File: config.mk
export PLATFORM = sky130hd
export DESIGN_NAME = seq_adder
export DESIGN_NICKNAME = d
export VERILOG_FILES = /design/src/rtl/seq_adder_pkg.sv /design/src/rtl/seq_adder_slice.sv /design/src/rtl/seq_adder.sv
export SDC_FILE = /design/constraint.sdc
export NUM_CORES = 1
export LEC_CHECK = 0
export ABC_AREA = 1
export CORE_UTILIZATION = 51
export DETAILED_ROUTE_END_ITERATION = 8
export PLACE_DENSITY_LB_ADDON = 0.15
export REMOVE_ABC_BUFFERS = 1
export SLEW_MARGIN = 20
export SYNTH_ARGS = -nofsm -noshare
export SYNTH_HDL_FRONTEND = slang
export SYNTH_SLANG_ARGS = --single-unit
File: constraint.sdc
create_clock -name clk -period 4.06 [get_ports clk]
set_input_delay 0.812 -clock clk [delete_from_list [all_inputs] [get_ports clk]]
set_output_delay 0.812 -clock clk [all_outputs]
set_load 0.01 [all_outputs]
File: src/rtl/seq_adder_pkg.sv
// Shared types and default sizing for the sequential slice adder.
package seq_adder_pkg;

  localparam int unsigned DEF_WIDTH = 32;
  localparam int unsigned DEF_CHUNK = 8;

  typedef enum logic [1:0] {IDLE, CALC, DONE} seq_adder_state_e;

endpackage

File: src/rtl/seq_adder_slice.sv
// Combinational CHUNK-bit adder slice with carry in/out.
module adder_slice #(
  parameter int unsigned CHUNK = 8
) (
  input  logic [CHUNK-1:0] a,
  input  logic [CHUNK-1:0] b,
  input  logic             ci,
  output logic [CHUNK-1:0] s,
  output logic             co
);

  localparam int unsigned SW = CHUNK + 1;

  assign {co, s} = SW'(a) + SW'(b) + SW'(ci);

endmodule

File: src/rtl/seq_adder.sv
// Multi-cycle add/subtract, one CHUNK-bit slice per clock, LSB first.
// Define SEQ_ADDER_FLAGS_EN to compute the ovf and zero flags (tied to 0 otherwise).
module seq_adder
  import seq_adder_pkg::*;
#(
  parameter int unsigned WIDTH = DEF_WIDTH,
  parameter int unsigned CHUNK = DEF_CHUNK
) (
  input  logic             clk,
  input  logic             rst,
  input  logic             in_valid,
  output logic             in_ready,
  input  logic [WIDTH-1:0] op_a,
  input  logic [WIDTH-1:0] op_b,
  input  logic             cin,
  input  logic             sub,
  output logic             out_valid,
  input  logic             out_ready,
  output logic [WIDTH-1:0] sum,
  output logic             cout,
  output logic             ovf,
  output logic             zero
);

  localparam int unsigned NCHUNK = WIDTH / CHUNK;
  localparam int unsigned IDX_W  = (NCHUNK > 1) ? $clog2(NCHUNK) : 1;
  localparam logic [IDX_W-1:0] LAST_IDX   = IDX_W'(NCHUNK - 1);
  localparam logic [CHUNK-1:0] SLICE_MASK = '1;

  if ((CHUNK == 0) || (CHUNK > WIDTH) || ((WIDTH % CHUNK) != 0)) begin : g_bad_cfg
    $error("seq_adder: WIDTH must be a non-zero multiple of CHUNK");
  end

  seq_adder_state_e state_q, state_nxt;
  logic [IDX_W-1:0] idx_q;
  logic             carry_q;
  logic [WIDTH-1:0] a_q, b_q;
  logic             accept, step, last;
  logic [31:0]      offs;
  logic [CHUNK-1:0] a_slice, b_slice, s_slice;
  logic             co_slice;
  logic [WIDTH-1:0] sum_nxt;

  // Next-state and datapath enables
  always_comb begin
    state_nxt = state_q;
    accept    = 1'b0;
    step      = 1'b0;
    last      = (idx_q == LAST_IDX);
    unique case (state_q)
      IDLE: if (in_valid) begin
        accept    = 1'b1;
        state_nxt = CALC;
      end
      CALC: begin
        step = 1'b1;
        if (last) state_nxt = DONE;
      end
      DONE: if (out_ready) state_nxt = IDLE;
      default: state_nxt = IDLE;
    endcase
  end

  always_ff @(posedge clk or posedge rst) begin
    if (rst) begin
      state_q   <= IDLE;
      in_ready  <= 1'b1;
      out_valid <= 1'b0;
    end else begin
      state_q   <= state_nxt;
      in_ready  <= (state_nxt == IDLE);
      out_valid <= (state_nxt == DONE);
    end
  end

  // Select slice k of the operands and splice the slice result into the sum
  always_comb begin
    offs    = 32'(idx_q) * 32'(CHUNK);
    a_slice = CHUNK'(a_q >> offs);
    b_slice = CHUNK'(b_q >> offs);
    sum_nxt = (sum & ~(WIDTH'(SLICE_MASK) << offs)) | (WIDTH'(s_slice) << offs);
  end

  adder_slice #(.CHUNK(CHUNK)) u_slice (
    .a  (a_slice),
    .b  (b_slice),
    .ci (carry_q),
    .s  (s_slice),
    .co (co_slice)
  );

  always_ff @(posedge clk or posedge rst) begin
    if (rst) begin
      a_q     <= '0;
      b_q     <= '0;
      carry_q <= 1'b0;
      idx_q   <= '0;
      sum     <= '0;
      cout    <= 1'b0;
    end else if (accept) begin
      a_q     <= op_a;
      b_q     <= sub ? ~op_b : op_b;
      carry_q <= sub | cin;
      idx_q   <= '0;
      sum     <= '0;
      cout    <= 1'b0;
    end else if (step) begin
      sum     <= sum_nxt;
      carry_q <= co_slice;
      idx_q   <= idx_q + IDX_W'(1);
      if (last) cout <= co_slice;
    end
  end

`ifdef SEQ_ADDER_FLAGS_EN
  logic ovf_q, zero_q;

  // Flags are taken from the completed sum on the final slice
  always_ff @(posedge clk or posedge rst) begin
    if (rst) begin
      ovf_q  <= 1'b0;
      zero_q <= 1'b0;
    end else if (accept) begin
      ovf_q  <= 1'b0;
      zero_q <= 1'b0;
    end else if (step && last) begin
      ovf_q  <= (a_q[WIDTH-1] == b_q[WIDTH-1]) && (sum_nxt[WIDTH-1] != a_q[WIDTH-1]);
      zero_q <= ~|sum_nxt;
    end
  end

  assign ovf  = ovf_q;
  assign zero = zero_q;
`else
  assign ovf  = 1'b0;
  assign zero = 1'b0;
`endif

endmodule

==> flow_summary.json, run 1 <==
{
  "ant_nets": 0,
  "row_count": 36,
  "critPathArrivalTime_ns": 3.26,
  "overflow": 0,
  "internal_power_mw": 2.944,
  "num_antenna_cells": 0,
  "holdPathStages": 2,
  "start_util": 0.5241,
  "worstSetupStartpointType": "flip-flop",
  "layout_commonest_cell": "nand2_1",
  "cts_made_buffers": 9,
  "clockRootBuffer": "clkbuf_8",
  "swShare": 0.4636,
  "die_h_um": 102.2,
  "htreeDepth": 3,
  "timing.hold.ws_ns": 0.4731,
  "fin_crit_ns": 2.954,
  "synthCells": 616,
  "cts_resized": 0,
  "grt_pass1_wl_um": 19240,
  "syn_area_um2": 5122,
  "p_comb_frac": 0.559,
  "p_clk_frac": 0.120,
  "grt_max_degree": 55,
  "ir_drop_uv": 398.8,
  "ys_seq_area_frac": 0.5083,
  "rrSetupSlack_ns": 1.11,
  "timing.rr.start": "idx_q[0]",
  "nets": 790,
  "timing.critical_path.mode_cell": "nand2_1",
  "cellPowerDensity_nw_per_um2": 850.4,
  "cp.depth": 14,
  "hold_viol_final": 0,
  "clkSinkCount": 104,
  "relSlewSlack": 0.4182,
  "rsz0062_at_grt": "no",
  "via_per_inst": 5.163,
  "ys_warn_count": 0,
  "post_drt_wl_per_cell_um": 13.45,
  "hold_path_class": "reg2reg",
  "hold_path.startpoint": "a_q[19]",
  "crit_path_start": "idx_q[0]",
  "cts_buffer_depth": 2,
  "drt_iter0_drc": 217,
  "ys_seq_elements": 104,
  "place.gp.congestion": 0.7893,
  "required_ns": 4.37,
  "fp.dieArea_um2": 10450,
  "avgSynthCellArea_um2": 8.316,
  "fmax_mhz": 338.5,
  "synthDistinctLibCells": 32,
  "min_period_over_period": 0.7276,
  "seqPwrFrac": 0.321,
  "detail_route.first_pass.iterations": 4,
  "finalSetupTns_ns": 0,
  "holdBufCountCts": 0,
  "final_max_slew_viol_count": 0,
  "clk_latency_ns": 0.36,
  "r2r-end": "sum[4]",
  "max_slew.worst_pin.slew_ns": 0.8727,
  "wl_um": 11360,
  "critPathCaptureType": "flip-flop",
  "port_buffers": 104,
  "outcome": "finished clean",
  "hold_path_end": "a_q[19]",
  "grt_pass1_vias": 4098,
  "crit_type": "reg2reg",
  "tritoncts": "yes",
  "p_switching_mw": 2.544,
  "fin_skew_ns": 0.01534,
  "r2r_cells": 14,
  "critical_path_buf_inv_count": 4,
  "finalSetupViolCount": 0,
  "cap_violations": 0,
  "cp_max_fo": 24,
  "cp_slowest_cell": "dfrtp_1",
  "die_w_um": 102.2,
  "routed-via-count": 4363,
  "layout-area-overhead-vs-synth_pct": 25.99,
  "clk_pin_slew_ns": 0.10,
  "drive_above_1_share": 0.05758,
  "track_usage": 0.2361,
  "path_cells": "clkinv_1 > buf_4 > o21ai_0 > o22ai_1 > fa_1 > inv_1 > fa_1 > inv_1 > nand2_1 > nand2_1 > and2_1 > xor2_1 > nand3_1 > nand2_1",
  "hpwl_um": 8210,
  "io-pin-count": 107,
  "drc": 0,
  "cts_setup_buffers": 0,
  "p_leak_nw": 3.053,
  "final_cell_mix": "216 x nand2_1, 103 x dfrtp_1, 103 x clkdlybuf4s50_1",
  "antenna_found_initial": 0,
  "coreArea_um2": 9774,
  "cp_top_family": "flip-flops",
  "critPathMaxStageDelay_ns": 0.72
}
tightest hold or removal path: cells and delay by family (launching register included):
family           cells  cell delay [ns]
DFF                  1             0.35
and+or+nand+nor      2             0.09
stage by stage:
stage / instance area, um^2 / setup WS (ns) / util / power [mW] / std cells
CTS: 6454 / 1.108 / 0.6603 / 5.495 / 845
detailed placement: 6252 / 1.140 / 0.6397 / 4.826 / 829
finish: 6454 / 1.106 / 0.6603 / 5.488 / 845
floorplan: 4975 / 0.2309 / - / 3.833 / 584
global placement: 6252 / 1.240 / 0.6397 / 4.729 / 829
global route: 6454 / 0.7027 / 0.6603 / 6.023 / 845
flip-flops by register name (all words and copies together) (netlist names):
name,cells
a_q,32
b_q,32
sum,32
idx_q,2
state_q,2
carry_q,1
cout,1
in_ready,1
out_valid,1
cell type report:
type                       count  area (um^2)
clock buffer                   9        123.9
clock inverter                 7        77.57
fill                         868         3321
inverter                      32        122.6
multi-input combinational    448         2251
sequential                   104         2604
tap                          133        166.4
timing repair buffer         112         1109
metal layers:
metal | share of wire | vias to the layer above | GRT usage
met5 | 0 | - | 0
met3 | 0.042 | 19 | 0.02599
met1 | 0.46 | 2063 | 0.3230
met2 | 0.48 | 124 | 0.3955
li1 | - | 2157 | -
met4 | 0.022 | 0 | 0.07582
cell families after synthesis:
| family | synth area share |
|---|---|
| buffers and inverters | 0.05300 |
| AND/OR/NAND/NOR | 0.2274 |
| adder cells (fa/ha/maj) | 0.03468 |
| other | 0.0007321 |
| XOR/XNOR | 0.05984 |
| flip-flops | 0.5083 |
| AO/OA/AOI/OAI | 0.1160 |
power groups by stage:
stage / registers, mW / clock network [mW] / logic, mW
finish: 1.76 / 0.661 / 3.07
detailed placement: 1.78 / 0 / 3.05
global route: 1.81 / 0.708 / 3.50
CTS: 1.76 / 0.666 / 3.07
global placement: 1.77 / 0 / 2.96
floorplan: 1.78 / 0 / 2.05
synthesized netlist by cell type:
master,instances,area (um^2)
inv_1,21,78.83
xnor2_1,34,297.8
xor2_1,1,8.760
nand4_1,8,50.05
a21oi_1,5,25.02
dfstp_2,1,26.28
buf_4,5,37.54
nand3_1,17,85.08
buf_2,7,35.03
o22ai_1,14,87.58
clkbuf_1,20,75.07
nor2_4,2,22.52
o21a_1,7,52.55
o21ai_0,63,315.3
dfrtp_1,103,2577
nor2_1,40,150.1
nand3b_1,2,15.01
inv_2,7,26.28
or2_2,2,12.51
buf_1,1,3.750
o21ai_1,13,65.06
a32oi_1,2,17.52
fa_1,2,40.04
clkinv_1,4,15.01
o21bai_1,1,7.510
nor2_2,2,12.51
o31ai_1,2,15.01
conb_1,1,3.750
nand2_1,216,810.8
and2_1,1,6.260
ha_1,11,137.6
o21ai_2,1,8.760
worst max-delay path by stage:
stage | slack, ns | end
final | 1.11 | sum[4]
after global routing | 0.70 | sum[28]
after CTS | 1.11 | sum[12]
after detailed placement | 1.14 | sum[12]
after global placement | 1.24 | sum[4]
after floorplan | 0.23 | sum[12]
No activity file was read; power rests on OpenSTA's default activity.
==> run 2, diff against run 1 <==
- CORE_UTILIZATION: 51 -> 46
- clock period: 4.06 -> 2.5 ns (I/O delays scaled with it)
==> flow_summary.json, run 2 (synthesis gave the netlist of run 1 again) <==
{
  "hold_viol_final": 0,
  "io-pin-count": 107,
  "layout_setup_ws_ns": 0.09065,
  "relSlewSlack": 0.4682,
  "clockRootBuffer": "clkbuf_8",
  "critPathArrivalTime_ns": 2.68,
  "critPathMaxStageDelay_ns": 0.43,
  "routed-via-count": 4346,
  "nets": 805,
  "critPathCaptureType": "flip-flop",
  "max_slew.worst_pin.slew_ns": 0.7948,
  "finalSetupTns_ns": 0,
  "cp_max_fo": 14,
  "cap_violations": 0,
  "clk_pin_slew_ns": 0.10,
  "antenna_found_initial": 0,
  "outcome": "finished clean",
  "finalSetupViolCount": 0,
  "via_per_inst": 5.013,
  "cellPowerDensity_nw_per_um2": 1410,
  "post_drt_wl_per_cell_um": 13.36,
  "layout-area-overhead-vs-synth_pct": 30.02,
  "dp.cells": 845,
  "final_cell_mix": "215 x nand2_1, 103 x dfrtp_1, 103 x clkdlybuf4s50_1",
  "htreeDepth": 3,
  "dpl_cell_area_um2": 6341,
  "die_w_um": 107.5,
  "fin_skew_ns": 0.01373,
  "num_antenna_cells": 0,
  "tritoncts": "yes",
  "layout_commonest_cell": "nand2_1",
  "p_clk_frac": 0.118,
  "overflow": 0,
  "clk_latency_ns": 0.37,
  "place.gp.congestion": 0.8076,
  "drive_above_1_share": 0.09078,
  "cts_buffer_depth": 2,
  "drc": 0,
  "p_comb_frac": 0.578,
  "start_util": 0.4725,
  "p_switching_mw": 4.284,
  "final_util": 0.6144,
  "hold_path_class": "reg2reg",
  "swShare": 0.4561,
  "total_power_mw": 9.393,
  "final_max_slew_viol_count": 0,
  "track_usage": 0.2161,
  "fmax_mhz": 415.1,
  "fp.dieArea_um2": 11560,
  "critical_path_buf_inv_count": 4,
  "post-place-ws_ns": -0.01094,
  "final_cell_area_um2": 6660,
  "grt_pass1_wl_um": 19590,
  "fin_crit_ns": 2.409,
  "fillers": 950,
  "p_leak_nw": 3.146,
  "path_cells": "buf_8 > buf_4 > o21ai_0 > o22ai_1 > ha_1 > or2_2 > and2_1 > buf_4 > nand2_1 > nand2_1 > o21ai_1 > inv_1",
  "hpwl_um": 8310,
  "row_count": 38,
  "cts_made_buffers": 9,
  "ant_nets": 0,
  "drt_iter0_drc": 191,
  "seqPwrFrac": 0.303,
  "die_h_um": 107.5,
  "worstSetupStartpointType": "flip-flop",
  "cp_slowest_cell": "dfrtp_1",
  "internal_power_mw": 5.109,
  "wl_um": 11580,
  "required_ns": 2.77,
  "detail_route.first_pass.iterations": 6,
  "min_period_over_period": 0.9637,
  "ir_drop_uv": 581.8,
  "crit_type": "reg2reg",
  "reg_top3": "a_q x32, b_q x32, sum x32",
  "cp_top_family": "simple AND/OR/NAND/NOR gates",
  "coreArea_um2": 10840,
  "timing.hold.ws_ns": 0.4783,
  "port_buffers": 104,
  "holdBufCountCts": 0,
  "clkSinkCount": 104,
  "grt_max_degree": 105,
  "grt_pass1_vias": 4100,
  "final_cells": 867
}
[run 2: layout make-up]
| type | instances | area (um^2) | share of cell area |
|---|---|---|---|
| flip-flops and latches | 104 | 2604 | 0.3909 |
| multi-input cells | 448 | 2291 | 0.3440 |
| repair buffers | 127 | 1257 | 0.1888 |
| well taps | 140 | 175.2 | 0.02630 |
| clock buffers | 9 | 123.9 | 0.01860 |
| inverters | 32 | 122.6 | 0.01841 |
| clock inverters | 7 | 86.33 | 0.01296 |
[run 2: final timing paths]
| kind | start | endpoint | slack [ns] | cells after the start |
|---|---|---|---|---|
| worst max-delay path | idx_q[0] | cout | 0.09 | 12 |
| worst min-delay path | a_q[13] | a_q[13] | 0.48 | 2 |
| worst max register to register | idx_q[0] | cout | 0.09 | 12 |
| worst min register to register | a_q[13] | a_q[13] | 0.48 | 2 |
| max in group asynchronous | rst | b_q[5] | 1.50 | 3 |
| min in group asynchronous | rst | sum[7] | 0.59 | 3 |
[run 2: worst reg2reg max path: cells and delay by family, from the launching register on]
kind	cells	cell delay [ns]
AOI/OAI and AO/OA	3	0.45
adders and majority gates	1	0.32
buffers and inverters	4	0.49
DFF	1	0.43
and+or+nand+nor	4	0.64
[run 2: timing repair]
action,4_1_cts,5_1_grt
endpoints found under the setup margin,2,17
resized for setup,2,19
pin swaps,0,3
setup buffers,0,6
[run 2: metal layers]
metal | GRT usage | share of wire | vias to the layer above
li1 | - | - | 2187
met1 | 0.2986 | 0.47 | 2026
met2 | 0.3402 | 0.46 | 116
met3 | 0.04116 | 0.050 | 17
met4 | 0.07339 | 0.018 | 0
met5 | 0 | 0 | -
[run 2: power groups by stage]
stage | registers, mW | logic (mW) | clock network [mW]
floorplan | 2.90 | 3.33 | 0
global placement | 2.86 | 5.06 | 0
detailed placement | 2.87 | 5.19 | 0
CTS | 2.84 | 5.26 | 1.13
global route | 2.92 | 6.16 | 1.21
finish | 2.85 | 5.43 | 1.11
